File: src/rtl/data_mem_storer_pkg.sv
// Shared definitions for the data-memory store path: select encodings, FSM states, lane offsets.
// The select encodings are common with the load path.
package dmem_pkg;

  localparam logic [2:0] SelByte = 3'b000;
  localparam logic [2:0] SelHalf = 3'b001;
  localparam logic [2:0] SelWord = 3'b010;

  localparam int unsigned NumLanes = 4;

  // MSB-first lanes: byte offset 0 is bits [31:24], halfword offset 2 is bits [15:0].
  localparam logic [NumLanes-1:0] ByteLaneMsb = 4'b1000;
  localparam logic [1:0]          HalfHiOff   = 2'd0;
  localparam logic [1:0]          HalfLoOff   = 2'd2;
  localparam logic [NumLanes-1:0] HalfHiBe    = 4'b1100;
  localparam logic [NumLanes-1:0] HalfLoBe    = 4'b0011;
  localparam logic [NumLanes-1:0] WordBe      = 4'b1111;

  typedef enum logic [2:0] {
    StIdle,
    StRd,
    StMerge,
    StWr,
    StErr
  } state_e;

endpackage

File: src/rtl/data_mem_storer_if.sv
// Request/completion and memory-port bundle for data_mem_storer.
// Optional mem_byte_en is present only when DMEM_BYTE_MASK_EN is defined.
interface data_mem_storer_if;

  logic        req_valid;
  logic        req_ready;
  logic [31:0] req_addr;
  logic [31:0] req_wdata;
  logic [2:0]  req_select;
  logic        done;
  logic        err;

  logic [31:0] mem_addr;
  logic        mem_rd_en;
  logic [31:0] mem_rdata;
  logic        mem_wr_en;
  logic [31:0] mem_wdata;
`ifdef DMEM_BYTE_MASK_EN
  logic [3:0]  mem_byte_en;
`endif

  modport req_slv (
    input  req_valid, req_addr, req_wdata, req_select,
    output req_ready, done, err
  );

  modport req_mst (
    output req_valid, req_addr, req_wdata, req_select,
    input  req_ready, done, err
  );

  modport mem_mst (
`ifdef DMEM_BYTE_MASK_EN
    output mem_byte_en,
`endif
    output mem_addr, mem_rd_en, mem_wr_en, mem_wdata,
    input  mem_rdata
  );

  modport mem_slv (
`ifdef DMEM_BYTE_MASK_EN
    input  mem_byte_en,
`endif
    input  mem_addr, mem_rd_en, mem_wr_en, mem_wdata,
    output mem_rdata
  );

endinterface

File: src/rtl/data_mem_merge.sv
// Combinational lane placement: inserts right-aligned store data into the addressed lane(s).
// byte_en_o is all-zero for an illegal select or a misaligned offset, which doubles as legality.
module data_mem_merge
  import dmem_pkg::*;
(
  input  logic [31:0]         old_i,
  input  logic [31:0]         wdata_i,
  input  logic [2:0]          sel_i,
  input  logic [1:0]          off_i,
  output logic [31:0]         merged_o,
  output logic [NumLanes-1:0] byte_en_o
);

  logic [31:0] rep;
  logic [31:0] mask;

  always_comb begin
    byte_en_o = '0;
    rep       = '0;
    case (sel_i)
      SelByte: begin
        byte_en_o = ByteLaneMsb >> off_i;
        rep       = {4{wdata_i[7:0]}};
      end
      SelHalf: begin
        if (off_i == HalfHiOff) byte_en_o = HalfHiBe;
        if (off_i == HalfLoOff) byte_en_o = HalfLoBe;
        rep = {2{wdata_i[15:0]}};
      end
      SelWord: begin
        if (off_i == 2'd0) byte_en_o = WordBe;
        rep = wdata_i;
      end
      default: ;
    endcase
  end

  always_comb begin
    mask     = {{8{byte_en_o[3]}}, {8{byte_en_o[2]}}, {8{byte_en_o[1]}}, {8{byte_en_o[0]}}};
    merged_o = (old_i & ~mask) | (rep & mask);
  end

endmodule

File: src/rtl/data_mem_storer.sv
// Store unit: byte/halfword/word stores via read-modify-write, or direct masked writes
// when DMEM_BYTE_MASK_EN is defined.
module data_mem_storer
  import dmem_pkg::*;
(
  input logic                 clk,
  input logic                 reset_n,
  data_mem_storer_if.req_slv  req,
  data_mem_storer_if.mem_mst  mem
);

  state_e      state_q, state_d;
  logic [31:0] addr_q, addr_d;
  logic [31:0] wdata_q, wdata_d;
  logic [2:0]  sel_q, sel_d;
  logic [31:0] data_q, data_d;
`ifdef DMEM_BYTE_MASK_EN
  logic [NumLanes-1:0] be_q, be_d;
`endif

  logic [31:0]         m_old, m_wdata, m_merged;
  logic [2:0]          m_sel;
  logic [1:0]          m_off;
  logic [NumLanes-1:0] m_be;
  logic                accept;

  // In IDLE the merger looks at the incoming request (legality and masked placement);
  // otherwise it works on the latched request against the word just read.
  always_comb begin
    if (state_q == StIdle) begin
      m_old   = '0;
      m_wdata = req.req_wdata;
      m_sel   = req.req_select;
      m_off   = req.req_addr[1:0];
    end else begin
      m_old   = mem.mem_rdata;
      m_wdata = wdata_q;
      m_sel   = sel_q;
      m_off   = addr_q[1:0];
    end
  end

  data_mem_merge u_merge (
    .old_i     (m_old),
    .wdata_i   (m_wdata),
    .sel_i     (m_sel),
    .off_i     (m_off),
    .merged_o  (m_merged),
    .byte_en_o (m_be)
  );

  assign accept = req.req_valid && (state_q == StIdle);

  always_comb begin
    state_d = state_q;
    addr_d  = addr_q;
    wdata_d = wdata_q;
    sel_d   = sel_q;
    data_d  = data_q;
`ifdef DMEM_BYTE_MASK_EN
    be_d    = be_q;
`endif
    unique case (state_q)
      StIdle: begin
        if (accept) begin
          addr_d  = req.req_addr;
          wdata_d = req.req_wdata;
          sel_d   = req.req_select;
          if (m_be == '0) begin
            state_d = StErr;
          end else begin
`ifdef DMEM_BYTE_MASK_EN
            data_d  = m_merged;
            be_d    = m_be;
            state_d = StWr;
`else
            data_d  = req.req_wdata;
            state_d = (req.req_select == SelWord) ? StWr : StRd;
`endif
          end
        end
      end
      StRd:    state_d = StMerge;
      StMerge: begin
        data_d  = m_merged;
        state_d = StWr;
      end
      StWr:    state_d = StIdle;
      StErr:   state_d = StIdle;
      default: state_d = StIdle;
    endcase
  end

  always_ff @(posedge clk) begin
    if (!reset_n) begin
      state_q <= StIdle;
      addr_q  <= '0;
      wdata_q <= '0;
      sel_q   <= '0;
      data_q  <= '0;
`ifdef DMEM_BYTE_MASK_EN
      be_q    <= '0;
`endif
    end else begin
      state_q <= state_d;
      addr_q  <= addr_d;
      wdata_q <= wdata_d;
      sel_q   <= sel_d;
      data_q  <= data_d;
`ifdef DMEM_BYTE_MASK_EN
      be_q    <= be_d;
`endif
    end
  end

  always_comb begin
    req.req_ready = (state_q == StIdle);
    req.done      = 1'b0;
    req.err       = 1'b0;
    mem.mem_addr  = '0;
    mem.mem_rd_en = 1'b0;
    mem.mem_wr_en = 1'b0;
    mem.mem_wdata = '0;
`ifdef DMEM_BYTE_MASK_EN
    mem.mem_byte_en = '0;
`endif
    unique case (state_q)
      StRd: begin
        mem.mem_rd_en = 1'b1;
        mem.mem_addr  = {addr_q[31:2], 2'b00};
      end
      StMerge: mem.mem_addr = {addr_q[31:2], 2'b00};
      StWr: begin
        mem.mem_wr_en = 1'b1;
        mem.mem_addr  = {addr_q[31:2], 2'b00};
        mem.mem_wdata = data_q;
        req.done      = 1'b1;
`ifdef DMEM_BYTE_MASK_EN
        mem.mem_byte_en = be_q;
`endif
      end
      StErr: begin
        req.done = 1'b1;
        req.err  = 1'b1;
      end
      default: ;
    endcase
  end

endmodule

File: src/flat_wrapper.sv
// flat-port wrapper written by rule: the top's interface ports become plain ports
module data_mem_storer_flat import dmem_pkg::*;
  (clk, reset_n, req_req_valid, req_req_addr, req_req_wdata, req_req_select, req_req_ready, req_done, req_err, mem_mem_addr, mem_mem_rd_en, mem_mem_wr_en, mem_mem_wdata, mem_mem_rdata);
  data_mem_storer_if req_i ();
  data_mem_storer_if mem_i ();
  input logic clk;
  input logic reset_n;
  input wire logic [$bits(req_i.req_valid)-1:0] req_req_valid;
  input wire logic [$bits(req_i.req_addr)-1:0] req_req_addr;
  input wire logic [$bits(req_i.req_wdata)-1:0] req_req_wdata;
  input wire logic [$bits(req_i.req_select)-1:0] req_req_select;
  output wire logic [$bits(req_i.req_ready)-1:0] req_req_ready;
  output wire logic [$bits(req_i.done)-1:0] req_done;
  output wire logic [$bits(req_i.err)-1:0] req_err;
  output wire logic [$bits(mem_i.mem_addr)-1:0] mem_mem_addr;
  output wire logic [$bits(mem_i.mem_rd_en)-1:0] mem_mem_rd_en;
  output wire logic [$bits(mem_i.mem_wr_en)-1:0] mem_mem_wr_en;
  output wire logic [$bits(mem_i.mem_wdata)-1:0] mem_mem_wdata;
  input wire logic [$bits(mem_i.mem_rdata)-1:0] mem_mem_rdata;
  assign req_i.req_valid = req_req_valid;
  assign req_i.req_addr = req_req_addr;
  assign req_i.req_wdata = req_req_wdata;
  assign req_i.req_select = req_req_select;
  assign req_req_ready = req_i.req_ready;
  assign req_done = req_i.done;
  assign req_err = req_i.err;
  assign mem_mem_addr = mem_i.mem_addr;
  assign mem_mem_rd_en = mem_i.mem_rd_en;
  assign mem_mem_wr_en = mem_i.mem_wr_en;
  assign mem_mem_wdata = mem_i.mem_wdata;
  assign mem_i.mem_rdata = mem_mem_rdata;
  data_mem_storer u_core (.clk(clk), .reset_n(reset_n), .req(req_i), .mem(mem_i));
endmodule
File: config.mk
export PLATFORM = sky130hd
export DESIGN_NAME = data_mem_storer_flat
export DESIGN_NICKNAME = d
export VERILOG_FILES = /design/src/rtl/data_mem_storer_pkg.sv /design/src/rtl/data_mem_storer_if.sv /design/src/rtl/data_mem_merge.sv /design/src/rtl/data_mem_storer.sv /design/src/flat_wrapper.sv
export SDC_FILE = /design/constraint.sdc
export NUM_CORES = 1
export LEC_CHECK = 0
export BUFFER_PORTS_ARGS = -buffer_cell sky130_fd_sc_hd__buf_2
export CAP_MARGIN = 20
export CORE_UTILIZATION = 45
export CTS_BUF_LIST = sky130_fd_sc_hd__clkbuf_8
export DETAILED_ROUTE_END_ITERATION = 8
export PLACE_DENSITY_LB_ADDON = 0.05
export SYNTH_ARGS = -nofsm -noshare
export SYNTH_HDL_FRONTEND = slang
export SYNTH_HIERARCHICAL = 1
export SYNTH_SLANG_ARGS = --single-unit
File: constraint.sdc
create_clock -name clk -period 5.2 [get_ports clk]
set_clock_uncertainty 0.15 [all_clocks]
set_input_delay 0.52 -clock clk [delete_from_list [all_inputs] [get_ports clk]]
set_output_delay 0.52 -clock clk [all_outputs]
set_load 0.1 [all_outputs]
==> summary.txt <==
Min path
  – Worst hold path type: input pin to flip-flop
  – Hold path startpoint: req_req_addr[30]
  – Hold Path Sink: u_core/addr_q[30]
  – Hold path cells: 3

Critical path
  – Req. time, crit path: between 5 and 6 ns
  – Critical Path AT: ~4.3 ns
  – Reg-to-reg setup timing slack: approximately 1.1 ns
  – Reg2reg start: u_core/state_q[2]
  – CP max FO: 21
  – CP Launch Type: flip-flop
  – R2R cell count: 9
  – WS Path Type: flip-flop to flip-flop
  – CP endpoint kind: flip-flop
  – Reg-to-reg endpoint: u_core/data_q[4]

Floorplan
  – Die area: roughly 0.014 mm²
  – Die height: 119 µm
  – Core Area: between 0.01 and 0.015 mm²
  – Core Rows: 42
  – # IOs: between 150 and 200
  – Initial Util: 0.463
  – Overall die width: around 120 µm

Placed design
  – Worst slack at placement: between 1 and 1.5 ns
  – Placed wire-length estimate: 12,200 µm
  – RD Place Congestion: between 0.8 and 0.9
  – Area after DPL: 0.00694 mm²
  – I/O Buffers: approximately 170

Logic synthesis
  – Yosys top cell area share: 0.333
  – Synth Flop Type: dfxtp_1
  – Mapped cell area: between 0.006 and 0.007 mm²
  – Post-synthesis cell count: approximately 750
  – Post-synth EDFFs: 0
  – Yosys top cell by area: dfxtp_1
  – Mean Syn Cell Area: approximately 8 µm²
  – Area contributors post-synth: dfxtp_1 33%, mux2_2 11%, nand2_1 7.5%, and2_1 6.5%, o21ai_0 6.0%
  – Synth async-reset ratio: 0
  – Sequential fraction of the synthesis area: 0.333
  – Number of distinct library cells after synthesis: 48
  – Synth Register Bits: ~100
  – Syn. warnings: 6

Clocking
  – Clock Tree Root: clkbuf_8
  – H-tree depth: 3
  – CTS Hold Bufs: 0
  – Max clock buf depth: 2
  – CTS sink cnt: about 100
  – Setup Buffers After CTS: 0
  – Clk_lat worst skew: around 0.38 ns
  – Clock slew at reported path FFs: 0.10 ns
  – Post-CTS sizing: 0
  – TritonCTS clock tree: done
  – TritonCTS Buffers: 9

GRT
  – First-pass GRT wire length: around 28,000 µm
  – Total global routing overflow: 0
  – Initial antenna violation count: 0
  – GR Util All Layers: 0.250
  – Vias in the first global route: roughly 5,500
  – Largest net degree at the start of global routing: 66

Pwr
  – Pwr dens: 589 mW/mm²
  – Gate power share: 0.626
  – Internal power: about 2100 µW
  – Switching pwr: ~2100 µW
  – Switching part of the total: 0.502
  – Leakage: about 0.0031 µW
  – Reg power frac: 0.257
  – Max IR drop VDD: 362 µV
  – Share of total power in the clock network: 0.117

Final layout
  – Most common cell after layout, fill and taps aside: buf_2
  – Diodes inserted: 0
  – Area delta synth->final: 16.4%
  – Post-route cell area: 0.00714 mm²
  – Commonest non-fill, non-tap cells in the layout: 168 x buf_2, 122 x nand2_1, 102 x dfxtp_1, 74 x o21ai_0, 64 x and2_1
  – Layout net count: 971
  – Ratio of cells with drive above 1 in the final layout: 0.326

Detailed routing
  – Routed Antenna Nets: 0
  – Vias per Instance: approximately 5.5
  – Drt first pass iters: 5
  – First DRT Iteration DRCs: 385
  – DRC viols: 0
  – Vias: ~5,800
  – WL/cell: ~17 µm
  – WL final: about 18,000 µm

STA
  – Slew Viols, Final: 0
  – RSZ-0062 raised after global routing: false
  – Hold_ws: ~0.23 ns
  – Period Utilization, post-route: 0.794
  – Slew of the pin with the lowest slew margin: ~0.8 ns
  – Post-route setup slack: 1.07 ns
  – Slew margin rel.: 0.463
  – Final Critical Period: 4.13 ns
  – F_max: approximately 0.24 GHz
  – Endpoints failing hold: 0
  – Setup TNS: 0 ns
  – Final Setup Violations: 0

Run
  – Maxcap violations: 0

Outcome
  – Status: complete, no violations
==> power by group through the flow <==
stage               combinational [µW]  clock, µW  sequential, µW
floorplan                         2110          0            1040
global placement                  2560          0            1090
detailed placement                2620          0            1100
CTS                               2630        504            1080
global route                      2840        542            1100
finish                            2630        490            1080
==> worst max-delay path by stage <==
| stage | startpoint | endpoint | cells past startpoint |
|---|---|---|---|
| 2_1_floorplan | u_core/state_q[2] | u_core/data_q[10] | 12 |
| 3_3_place_gp | u_core/state_q[2] | u_core/data_q[3] | 9 |
| 3_5_place_dp | u_core/state_q[2] | u_core/data_q[4] | 9 |
| 4_1_cts | u_core/state_q[2] | u_core/data_q[4] | 9 |
| 5_1_grt | u_core/state_q[2] | u_core/data_q[3] | 9 |
| 6_report | u_core/state_q[2] | u_core/data_q[4] | 9 |
==> cell families (layout without fill, tap and decap cells) <==
family | Yosys count | after routing | share of synthesized area
simple gates | 297 | 297 | 0.256
compound gates | 203 | 203 | 0.221
flops | 102 | 102 | 0.333
buf+inv | 76 | 198 | 0.0598
mux | 69 | 69 | 0.125
xor+xnor | 3 | 3 | 0.00429
other cells | 1 | 2 | 0.000612
==> sequential cells by signal, summed over array words and instances, names as in the netlist <==
name	cells
u_core/addr_q	32
u_core/data_q	32
u_core/sel_q	3
u_core/state_q	3
u_core/wdata_q	32
==> layer usage <==
layer	routed length [µm]	share of wire	track usage
met5	0	0	0
met4	217	0.012	0.0752
met3	891	0.051	0.0386
met2	8300	0.47	0.413
met1	8140	0.46	0.334
==> cell type report <==
| cell class | count | area (µm²) |
|---|---|---|
| clock buffer | 9 | 124 |
| timing repair buffer | 180 | 938 |
| clock inverter | 7 | 57.6 |
| multi-input combinational | 574 | 3750 |
| fill | 1355 | 6110 |
| tap | 176 | 220 |
| sequential | 102 | 2040 |
| inverter | 2 | 7.51 |
==> synthesized netlist by cell type, types with 2 or more instances <==
cell type and n:
a2bb2oi_1 8, nor2b_1 33, and2_1 64, nand3_1 32, mux2_2 61, nor2_1 5, a22o_1 8, o21ai_0 74
a32o_1 8, a21boi_0 37, xor2_1 3, buf_4 3, buf_2 20, nand2_2 20, a31oi_1 32, nor3b_2 2
mux2i_1 8, nand2_1 122, a21boi_1 30, clkbuf_1 45, dfxtp_1 102, nand2b_1 2, buf_6 6, nor4bb_1 2
==> critical path, stage by stage (launching register included) <==
cell	delay (ns)
dfxtp_1	0.64
nor3_4	0.08
buf_4	0.23
mux2_2	0.56
or3b_4	0.45
a211oi_4	0.56
or4_1	0.63
buf_4	0.38
nand3_1	0.12
a31oi_1	0.21
==> through the flow <==
stage / util / std cells / total power [µW]
floorplan: - / 752 / 3150
global placement: 0.524 / 1033 / 3650
detailed placement: 0.524 / 1033 / 3710
CTS: 0.538 / 1049 / 4210
global route: 0.539 / 1050 / 4480
finish: 0.539 / 1050 / 4200
(Power assumes the default switching activity.)
